===== src/rtl/res_tbl_access_arbiter.sv =====
// Serialises alloc/dealloc requests into single-op transactions on resource_table_group.
// Optional WAIT timeout is built when RES_TBL_ARB_TIMEOUT_EN is defined.
module res_tbl_access_arbiter #(
    parameter int STARVE_LIMIT   = 8,
    parameter int TIMEOUT_CYCLES = 1023,
    parameter int WG_ID_WIDTH    = 8,
    parameter int SUB_CU_WIDTH   = 2,
    parameter int LDS_WIDTH      = 10,
    parameter int VGPR_WIDTH     = 9,
    parameter int SGPR_WIDTH     = 9,
    parameter int WF_WIDTH       = 5,
    parameter int WG_COUNT_WIDTH = 5,
    localparam int ID_WIDTH    = WG_ID_WIDTH + SUB_CU_WIDTH,
    localparam int INFO_WIDTH  = ID_WIDTH + 2 * (LDS_WIDTH + VGPR_WIDTH + SGPR_WIDTH) + WF_WIDTH,
    localparam int SPACE_WIDTH = 2 * (LDS_WIDTH + VGPR_WIDTH + SGPR_WIDTH) + WF_WIDTH + WG_COUNT_WIDTH
) (
    input  logic                   clk,
    input  logic                   rst,
    input  logic                   alloc_valid_i,
    output logic                   alloc_ready_o,
    input  logic [INFO_WIDTH-1:0]  alloc_info_i,
    input  logic                   dealloc_valid_i,
    output logic                   dealloc_ready_o,
    input  logic [ID_WIDTH-1:0]    dealloc_info_i,
    output logic                   grp_alloc_en_o,
    output logic                   grp_dealloc_en_o,
    output logic [INFO_WIDTH-1:0]  grp_info_o,
    input  logic                   grp_done_i,
    input  logic [SPACE_WIDTH-1:0] grp_space_i,
    output logic                   grp_done_cancelled_o,
    output logic                   resp_valid_o,
    input  logic                   resp_ready_i,
    output logic                   resp_is_alloc_o,
    output logic [SPACE_WIDTH-1:0] resp_space_o,
    output logic                   resp_err_o,
    output logic                   err_timeout_o,
    output logic [2:0]             dbg_state
);

    // Handshakes: a transfer happens in a cycle where valid and ready are both high;
    // valid may drop without a transfer, and ready is only offered to the IDLE winner.

    typedef enum logic [2:0] {
        IDLE  = 3'd0,
        ISSUE = 3'd1,
        WAIT  = 3'd2,
        RESP  = 3'd3,
        ACK   = 3'd4
    } state_t;

    localparam int STARVE_W = $clog2(STARVE_LIMIT + 1);
    localparam int PAD_W    = INFO_WIDTH - ID_WIDTH;

    if (STARVE_LIMIT < 1 || TIMEOUT_CYCLES < 1) begin : g_bad_params
        $error("res_tbl_access_arbiter: STARVE_LIMIT and TIMEOUT_CYCLES must be >= 1");
    end

    state_t              state, state_next;
    logic [STARVE_W-1:0] starve_cnt;
    logic                starve_sat;
    logic                alloc_win, dealloc_win;
    logic                alloc_go, dealloc_go;
    logic                timeout_hit;

    assign starve_sat = (starve_cnt == STARVE_W'(STARVE_LIMIT));
    assign dbg_state  = state;

    always_comb begin
        state_next      = state;
        alloc_win       = alloc_valid_i && (!dealloc_valid_i || starve_sat);
        dealloc_win     = dealloc_valid_i && !alloc_win;
        alloc_ready_o   = !rst && (state == IDLE) && alloc_win;
        dealloc_ready_o = !rst && (state == IDLE) && dealloc_win;
        alloc_go        = alloc_valid_i && alloc_ready_o;
        dealloc_go      = dealloc_valid_i && dealloc_ready_o;
        resp_valid_o    = (state == RESP);
        case (state)
            IDLE:    if (alloc_go || dealloc_go) state_next = ISSUE;
            // done seen here may belong to the previous op, so it is not sampled
            ISSUE:   state_next = WAIT;
            WAIT:    if (grp_done_i || timeout_hit) state_next = RESP;
            RESP:    if (resp_ready_i) state_next = ACK;
            ACK:     state_next = IDLE;
            default: state_next = IDLE;
        endcase
    end

    always_ff @(posedge clk) begin
        if (rst) begin
            state                <= IDLE;
            starve_cnt           <= '0;
            grp_info_o           <= '0;
            resp_is_alloc_o      <= 1'b0;
            grp_alloc_en_o       <= 1'b0;
            grp_dealloc_en_o     <= 1'b0;
            grp_done_cancelled_o <= 1'b0;
            resp_space_o         <= '0;
        end else begin
            state                <= state_next;
            grp_alloc_en_o       <= alloc_go;
            grp_dealloc_en_o     <= dealloc_go;
            grp_done_cancelled_o <= (state == RESP) && resp_ready_i;
            if (alloc_go) begin
                grp_info_o      <= alloc_info_i;
                resp_is_alloc_o <= 1'b1;
                starve_cnt      <= '0;
            end else if (dealloc_go) begin
                grp_info_o      <= {dealloc_info_i, {PAD_W{1'b0}}};
                resp_is_alloc_o <= 1'b0;
                if (alloc_valid_i && !starve_sat) starve_cnt <= starve_cnt + 1'b1;
            end
            if (state == WAIT) begin
                if (grp_done_i) resp_space_o <= grp_space_i;
                else if (timeout_hit) resp_space_o <= '0;
            end
        end
    end

`ifdef RES_TBL_ARB_TIMEOUT_EN
    localparam int WAIT_W = $clog2(TIMEOUT_CYCLES + 1);

    logic [WAIT_W-1:0] wait_cnt;
    logic              resp_err_q;
    logic              err_timeout_q;

    // Fires on the TIMEOUT_CYCLES-th WAIT cycle, i.e. as the counter reaches the limit.
    assign timeout_hit = (state == WAIT) && !grp_done_i &&
                         (wait_cnt == WAIT_W'(TIMEOUT_CYCLES - 1));

    always_ff @(posedge clk) begin
        if (rst) begin
            wait_cnt      <= '0;
            resp_err_q    <= 1'b0;
            err_timeout_q <= 1'b0;
        end else begin
            if (state == ISSUE) wait_cnt <= '0;
            else if (state == WAIT) wait_cnt <= wait_cnt + 1'b1;
            if ((state == WAIT) && grp_done_i) begin
                resp_err_q <= 1'b0;
            end else if (timeout_hit) begin
                resp_err_q    <= 1'b1;
                err_timeout_q <= 1'b1;
            end
        end
    end

    assign resp_err_o    = resp_err_q;
    assign err_timeout_o = err_timeout_q;
`else
    assign timeout_hit   = 1'b0;
    assign resp_err_o    = 1'b0;
    assign err_timeout_o = 1'b0;
`endif

endmodule


===== config.mk =====
export PLATFORM = sky130hd
export DESIGN_NAME = res_tbl_access_arbiter
export DESIGN_NICKNAME = d
export VERILOG_FILES = /design/src/rtl/res_tbl_access_arbiter.sv
export SDC_FILE = /design/constraint.sdc
export NUM_CORES = 1
export LEC_CHECK = 0
export CAP_MARGIN = 20
export CORE_MARGIN = 2
export CORE_UTILIZATION = 35
export CTS_BUF_LIST = sky130_fd_sc_hd__clkbuf_4
export CTS_CLUSTER_DIAMETER = 150
export CTS_CLUSTER_SIZE = 16
export DETAILED_ROUTE_END_ITERATION = 8
export HOLD_SLACK_MARGIN = 0.03
export PLACE_DENSITY = 0.75
export SLEW_MARGIN = 20
export SYNTH_ARGS = -nofsm -noshare
export SYNTH_HDL_FRONTEND = slang
export SYNTH_SLANG_ARGS = --single-unit

===== constraint.sdc =====
create_clock -name clk -period 4.8 [get_ports clk]
set_input_delay 0.72 -clock clk [delete_from_list [all_inputs] [get_ports clk]]
set_output_delay 0.72 -clock clk [all_outputs]
set_load 0.02 [all_outputs]

# ---- Word level (Yosys, flattened, before mapping)
# Cells that the tools add are included.
dict set report word_totals {
  ff_bits 148
  latchBits 0
  ramBits 0
  mem_bits_ro 0
  in_bits 153
  wordCells 45
  memories 0
}
dict set report classes {
  addsub 1
  mul 0
  div_mod_pow 0
  order_cmp 0
  eq_ne 7
  shifts 0
  mux 8
  bitwise_logic 0
  n_reduce_logical 21
}
# op n
set ops {}
lappend ops {{$mux 71} 2}
lappend ops {{$pmux 3 s4} 1}
lappend ops {{$logic_and 1x1->1} 9}
lappend ops {{$mux 3} 3}
lappend ops {{$eq 3x2->1 const B} 2}
lappend ops {{$add 4x1->4 const B} 1}
lappend ops {{$eq 4x4->1 const B} 1}
lappend ops {{$logic_not 1->1} 4}
lappend ops {{$ne 2x1->1 const B} 2}
lappend ops {{$reduce_and 2->1} 2}
lappend ops {{$eq 3x1->1 const B} 1}
lappend ops {{$logic_not 3->1} 1}
lappend ops {{$reduce_and 3->1} 1}
lappend ops {{$logic_or 1x1->1} 2}
lappend ops {{$mux 1} 2}
lappend ops {{$ne 2x2->1 const B} 1}
lappend ops {{$reduce_bool 2->1} 1}
lappend ops {{$reduce_or 2->1} 1}

# ---- Depth between registers and ports, before layout
# Gate-level depths: netlist of the first run.
dict set report depth {
  word_depth 10
  depth_mapped 8
  mapped_depth_nobuf 6
}

# ---- Worst setup path after synthesis of the first run
# OpenSTA, ideal clock, no wires.
dict set report synth_path {
  path_type {input -> output}
  from {input port rst}
  to {output port dealloc_ready_o}
  t_arrival_ns 1.508
  required_time_ns 4.080
  path_slack_ns 2.572
  path_stages 4
  path_cell_list {nor4_4 -> nand2_2 -> or2_1 -> inv_2}
}
dict set report synth_between {
  elab_chain_cells 3
}
# item line
set synth_rtl {}
lappend synth_rtl {{start: declaration} 18} ;# input logic rst,
lappend synth_rtl {{$logic_not 1->1} 73} ;# dealloc_ready_o = !rst && (state == IDLE) && dealloc_win;
lappend synth_rtl {{$logic_and 1x1->1 (2 in a row)} 73}
lappend synth_rtl {{end: declaration} 23} ;# output logic dealloc_ready_o,
# Every way passes these cells.

# ---- Final worst setup path of the first run
dict set report layout_path {
  from {register state[0] (netlist: dbg_state[0])}
  to {output port dealloc_ready_o}
}
dict set report layout_between {
  elab_chain_cells 3
}
# item line
set layout_rtl {}
lappend layout_rtl {{start: declaration} 58} ;# state_t state, state_next;
lappend layout_rtl {{start signal: assignment} 99} ;# state <= state_next;
lappend layout_rtl {{$logic_not 3->1} 73}
lappend layout_rtl {{$logic_and 1x1->1 (2 in a row)} 73}
# Every way passes these cells.

==> results of run 1 <==
-- cells by family after synthesis --
group | Yosys count
other | 1
multiplexers | 2
flip-flops | 148
AND/OR/NAND/NOR | 179
AO/OA/AOI/OAI | 146
buffers and inverters | 56
adder cells (fa/ha/maj) | 2
XOR/XNOR | 3
-- power groups by stage --
stage | combinational [mW] | sequential, mW | clock, mW
4_1_cts | 0.465 | 1.32 | 0.808
3_3_place_gp | 0.460 | 1.34 | 0
6_report | 0.461 | 1.32 | 0.781
5_1_grt | 0.492 | 1.32 | 0.860
2_1_floorplan | 0.138 | 1.41 | 0
3_5_place_dp | 0.463 | 1.34 | 0
-- per-stage QoR --
step	cell area (um2)	setup slack [ps]	hold WS [ps]	utilization, %	power (mW)
final	8460	1170	461	58.5	2.56
after global routing	8460	900	481	58.5	2.68
after CTS	8460	1120	463	58.4	2.59
after detailed placement	8180	1340	446	56.5	1.81
after global placement	8180	1410	441	56.5	1.80
after floorplan	5160	2570	529	-	1.54
-- metal layers --
layer / routed length, um / GRT usage [%] / part of all wire, % / vias up
li1: - / - / - / 2406
met1: 6720 / 23.9 / 42 / 2279
met2: 7550 / 33.4 / 47 / 213
met3: 1500 / 9.20 / 9.3 / 24
met4: 314 / 6.80 / 2.0 / 0
met5: 0 / 0 / 0 / -
-- worst max-delay path: stages (launching register included) --
cell and delay, ps:
dfxtp_1 430, nor4_4 670, nand2_2 240, or2_1 370, inv_2 70, clkdlybuf4s50_1 600
-- flip-flops by register name, summed over array words and instances, names as in the netlist --
name / flops
resp_is_alloc_o: 1
starve_cnt: 4
grp_done_cancelled_o: 1
resp_space_o: 66
grp_alloc_en_o: 1
grp_dealloc_en_o: 1
dbg_state: 3
grp_info_o: 71
-- synth_stat cells (3+ instances only) --
| cell | instances |
|---|---|
| buf_6 | 7 |
| a22o_1 | 61 |
| buf_1 | 7 |
| o221a_1 | 3 |
| nand2_1 | 142 |
| nor2_1 | 10 |
| a311oi_2 | 7 |
| buf_4 | 8 |
| nor3_1 | 4 |
| buf_2 | 8 |
| nand3_1 | 9 |
| inv_1 | 7 |
| dfxtp_1 | 148 |
| inv_2 | 4 |
| and4_1 | 3 |
| a21oi_1 | 69 |
| clkbuf_1 | 15 |
-- worst paths after layout --
path	cells past startpoint	endpoint	slack, ps	from
setup / recovery	5	dealloc_ready_o	1170	dbg_state[0]
hold reg to reg	2	resp_space_o[36]	460	resp_space_o[36]
hold / removal	2	resp_space_o[36]	460	resp_space_o[36]
setup reg to reg	5	grp_info_o[39]	2370	dbg_state[0]
-- final cells by class --
type                       count  area, um2  share of cell area (%)
antenna                        1       2.50                  0.0296
clock buffer                  17        128                    1.51
timing repair buffer         306       3040                    35.9
sequential                   148       2960                    35.0
tap                          184        230                    2.72
multi-input combinational    334       1900                    22.5
inverter                      11       41.3                   0.488
clock inverter                15        155                    1.83
==> metrics.cfg, run 1 <==
[floorplanning]
num_rows = 44
die_w_um = 125
start_util_pct = 35.6
pin_count = 302
dieArea_um2 = 15700
core_region_area_um2 = 14500
die_h_um = 125

[synth]
synth_area_leaders = dfxtp_1 (58%), a22o_1 (10%), nand2_1 (10%)
synth_edf_count = 0
synth.largest_area_cell = dfxtp_1
synthSimpleGateAreaFrac_pct = 14.6
synth-xor-area-share_pct = 0.510
netlist_instances = 537
ys.warnings.count = 0
synthDistinctLibCells = 37
synthMuxAreaShare_pct = 0.389
synth-seq-cells = 148
synth_fa_ha_area_share_pct = 0.486
syn-cell-area_um2 = 5150
synth_ff_type = dfxtp_1
ys_seq_area_share_pct = 57.5
synth.avg_cell_area_um2 = 9.59
synth_compound_area_share_pct = 20.6
synth_top_family_by_area = compound AO/OA/AOI/OAI gates
synth_top_area_share_pct = 57.5
async_flop_share_pct = 0

[place]
dp_cells = 983
hpwl_um = 11500
place_congestion = 0.780
io_buffers = 299

[cts]
clock_latency_ps = 550
cts_root_buf = clkbuf_4
cts_tree = built
cts.sinks = 148
cts_hold_buffers = 0
cts_setup_buffers = 0
h-tree-depth = 4
clockBufferDepth = 2
clkTransAtPathRegs_ps = 120
ctsResizeCount = 0
cts_buffers = 17

[global_routing]
track_usage_pct = 20.4
grt_pass1_vias = 4766
antenna_found_initial = 1
gr-total-overflow = 0
grt_first_pass_wirelength_um = 25400
grt_max_degree = 84

[sta]
setup_viol = 0
drv_slew = 0
max_freq_mhz = 275
tns_ps = 0
finalWorstPathRequiredPeriod_ps = 3630
skew_ps = 19.4
hold_violations = 0
slew_headroom_pct = 35.4
rsz0062_at_grt = false
period_share_pct = 75.7
worst_slew_pin_slew_ps = 969

[job]
drv_cap = 0

[final_layout]
syn_to_final_growth_pct = 64.3
fillerInstances = 1281
final_common_cell = clkdlybuf4s50_1
most-common-layout-cells = clkdlybuf4s50_1 (298), dfxtp_1 (148), nand2_1 (142)
instances_no_fill = 1016
final_net_count = 973
layout-drive-gt1-share_pct = 6.62

[pwr]
clkPwrFrac_pct = 30.5
switching_power_mw = 0.711
ir_drop_v = 0.000245
power_frac_seq_pct = 51.5
intPower_mw = 1.85
swShare_pct = 27.8
power.leakage_nw = 3.07
power_frac_comb_pct = 18.0
power.density_nw_per_um2 = 302

[critical_path]
critPathLaunchType = flip-flop
crit_path_end_kind = output port
worstSetupPathType = flip-flop to output port
cp_max_fo = 13
cp.arrival_ps = 2910
required_ps = 4080

[routing]
firstDrtPassIters = 4
wl_per_cell_um = 15.8
final_antenna_net_count = 0
vias_per_cell = 4.84
routed_wl_um = 16100
vias = 4922
drc = 0
drt_iter0_markers = 224

[status]
status = finished, final reports clean

[worst_hold_path]
worstHoldPathType = flip-flop to flip-flop

(Power assumes the default switching activity.)
==> run 2, diff against run 1 <==
==> constraint.sdc (replaced) <==
create_clock -name clk -period 3.65 [get_ports clk]
set_input_delay 0.5475 -clock clk [delete_from_list [all_inputs] [get_ports clk]]
set_output_delay 0.5475 -clock clk [all_outputs]
set_load 0.02 [all_outputs]
==> run 2 against run 1 <==
Effect of this change: power grew 29%; sequential share of layout area is essentially flat; clock power grew 22%; design area is essentially flat; wire length grew 0.29%; utilization is essentially flat; final cell count is the same; non-clock buffer count is the same; via count shrank 0.16%; first-iteration DRC count shrank 2.7%; combinational power grew 32%; highest routed layer unchanged.
==> metrics.cfg, run 2 (synthesized netlist as in run 1, its figures left out) <==
[status]
status = finished, final reports clean

[final_layout]
syn_to_final_growth_pct = 64.2
fillerInstances = 1307
most-common-layout-cells = clkdlybuf4s50_1 (298), dfxtp_1 (148), nand2_1 (142)
final_net_count = 973
fin_util_pct = 58.4
final_common_cell = clkdlybuf4s50_1
instances_no_fill = 1016
reg_top3 = grp_info_o: 71 flops, resp_space_o: 66 flops, starve_cnt: 4 flops
largest_reg_flops = 71
regMostFlops = grp_info_o
layout-drive-gt1-share_pct = 6.74

[sta]
hold_slack_ps = 460
hold_violations = 0
period_share_pct = 87.4
skew_ps = 19.4
finalWorstPathRequiredPeriod_ps = 3190
drv_slew = 0
slew_headroom_pct = 37.7
worst_slew_pin_slew_ps = 935
rsz0062_at_grt = false
tns_ps = 0
max_freq_mhz = 313
setup_viol = 0

[worst_hold_path]
min_path_cells = 2
worstHoldPathType = flip-flop to flip-flop

[floorplanning]
start_util_pct = 35.6
core_region_area_um2 = 14500
pin_count = 302
dieArea_um2 = 15700
die_h_um = 125
die_w_um = 125
num_rows = 44

[place]
dp_cells = 983
place_congestion = 0.802
io_buffers = 299
hpwl_um = 11400

[critical_path]
cp_max_fo = 13
critPathLaunchType = flip-flop
crit_end = dealloc_ready_o
required_ps = 3100
reg2reg_from = dbg_state[0]
r2r_setup_slack_ps = 1540
r2r_cells = 6
r2r_end = grp_info_o[9]
crit_path_end_kind = output port
critPathLaunch = dbg_state[0]
worstSetupPathType = flip-flop to output port
cp.arrival_ps = 2640

[cts]
cts_hold_buffers = 0
clock_latency_ps = 550
clockBufferDepth = 2
clkTransAtPathRegs_ps = 120
h-tree-depth = 4
cts_buffers = 17
ctsResizeCount = 0
cts_setup_buffers = 0
cts.sinks = 148
cts_root_buf = clkbuf_4
cts_tree = built

[pwr]
power.leakage_nw = 3.06
power.density_nw_per_um2 = 390
ir_drop_v = 0.000411
finalPower_mw = 3.30

[routing]
vias = 4914
routed_wl_um = 16100
drc = 0
wl_per_cell_um = 15.9
vias_per_cell = 4.84
firstDrtPassIters = 4
final_antenna_net_count = 0
drt_iter0_markers = 218

[global_routing]
antenna_found_initial = 1
grt_first_pass_wirelength_um = 25200
grt_max_degree = 84
grt_pass1_vias = 4769
track_usage_pct = 20.3
gr-total-overflow = 0

[job]
drv_cap = 0

==> run 2: cell count changes in the layout (fill, tap and decap cells not counted) <==
cell,previous run,this run
buf_12,0,2
buf_4,7,5
bufinv_16,2,1
clkbuf_4,17,19
clkinv_1,2,1
clkinv_2,2,4
clkinv_4,4,1
clkinvlp_4,1,4
inv_6,4,2
==> run 2: worst min path at each step <==
stage	startpoint	end	slack, ps
after floorplan	starve_cnt[1]	starve_cnt[1]	530
after global placement	resp_space_o[7]	resp_space_o[7]	440
after detailed placement	resp_space_o[32]	resp_space_o[32]	450
after CTS	resp_space_o[43]	resp_space_o[43]	460
after global routing	grp_space_i[45]	resp_space_o[45]	470
final	resp_space_o[11]	resp_space_o[11]	460
==> run 2: area by class of cell <==
| class | instances | area (um2) | area share [%] |
|---|---|---|---|
| repair buffers | 306 | 3070 | 36.2 |
| flip-flops and latches | 148 | 2960 | 35.0 |
| multi-input cells | 334 | 1900 | 22.5 |
| well taps | 184 | 230 | 2.72 |
| clock buffers | 19 | 143 | 1.69 |
| clock inverters | 13 | 110 | 1.30 |
| inverters | 11 | 41.3 | 0.488 |
| diodes | 1 | 2.50 | 0.0296 |
==> run 2: per-stage QoR <==
step	area, um2	worst slack, ps
6_report	8460	459
5_1_grt	8460	294
4_1_cts	8460	407
3_5_place_dp	8200	533
3_3_place_gp	8200	541
2_1_floorplan	5160	1660
==> run 2: layer usage <==
| metal | up-vias | global-route usage, % | routed length (um) |
|---|---|---|---|
| met2 | 219 | 33.1 | 7540 |
| met1 | 2269 | 23.8 | 6670 |
| met4 | 0 | 7.06 | 325 |
| met3 | 23 | 9.33 | 1600 |
| met5 | - | 0 | 0 |
| li1 | 2403 | - | - |
==> run 2: worst max-delay path, stage by stage (launching register included) <==
cell and delay (ps):
dfxtp_1 430, nor4_4 280, buf_4 230, nand2_2 140
or2_1 370, inv_2 70, clkdlybuf4s50_1 600
==> run 2: where the power goes <==
part / internal [mW] / switching, mW / leakage [nW] / total (mW)
sequential: 1.69 / 0.0426 / 1.20 / 1.73
clock: 0.350 / 0.605 / 0.133 / 0.955
combinational: 0.334 / 0.275 / 1.72 / 0.610
total: 2.37 / 0.923 / 3.06 / 3.30
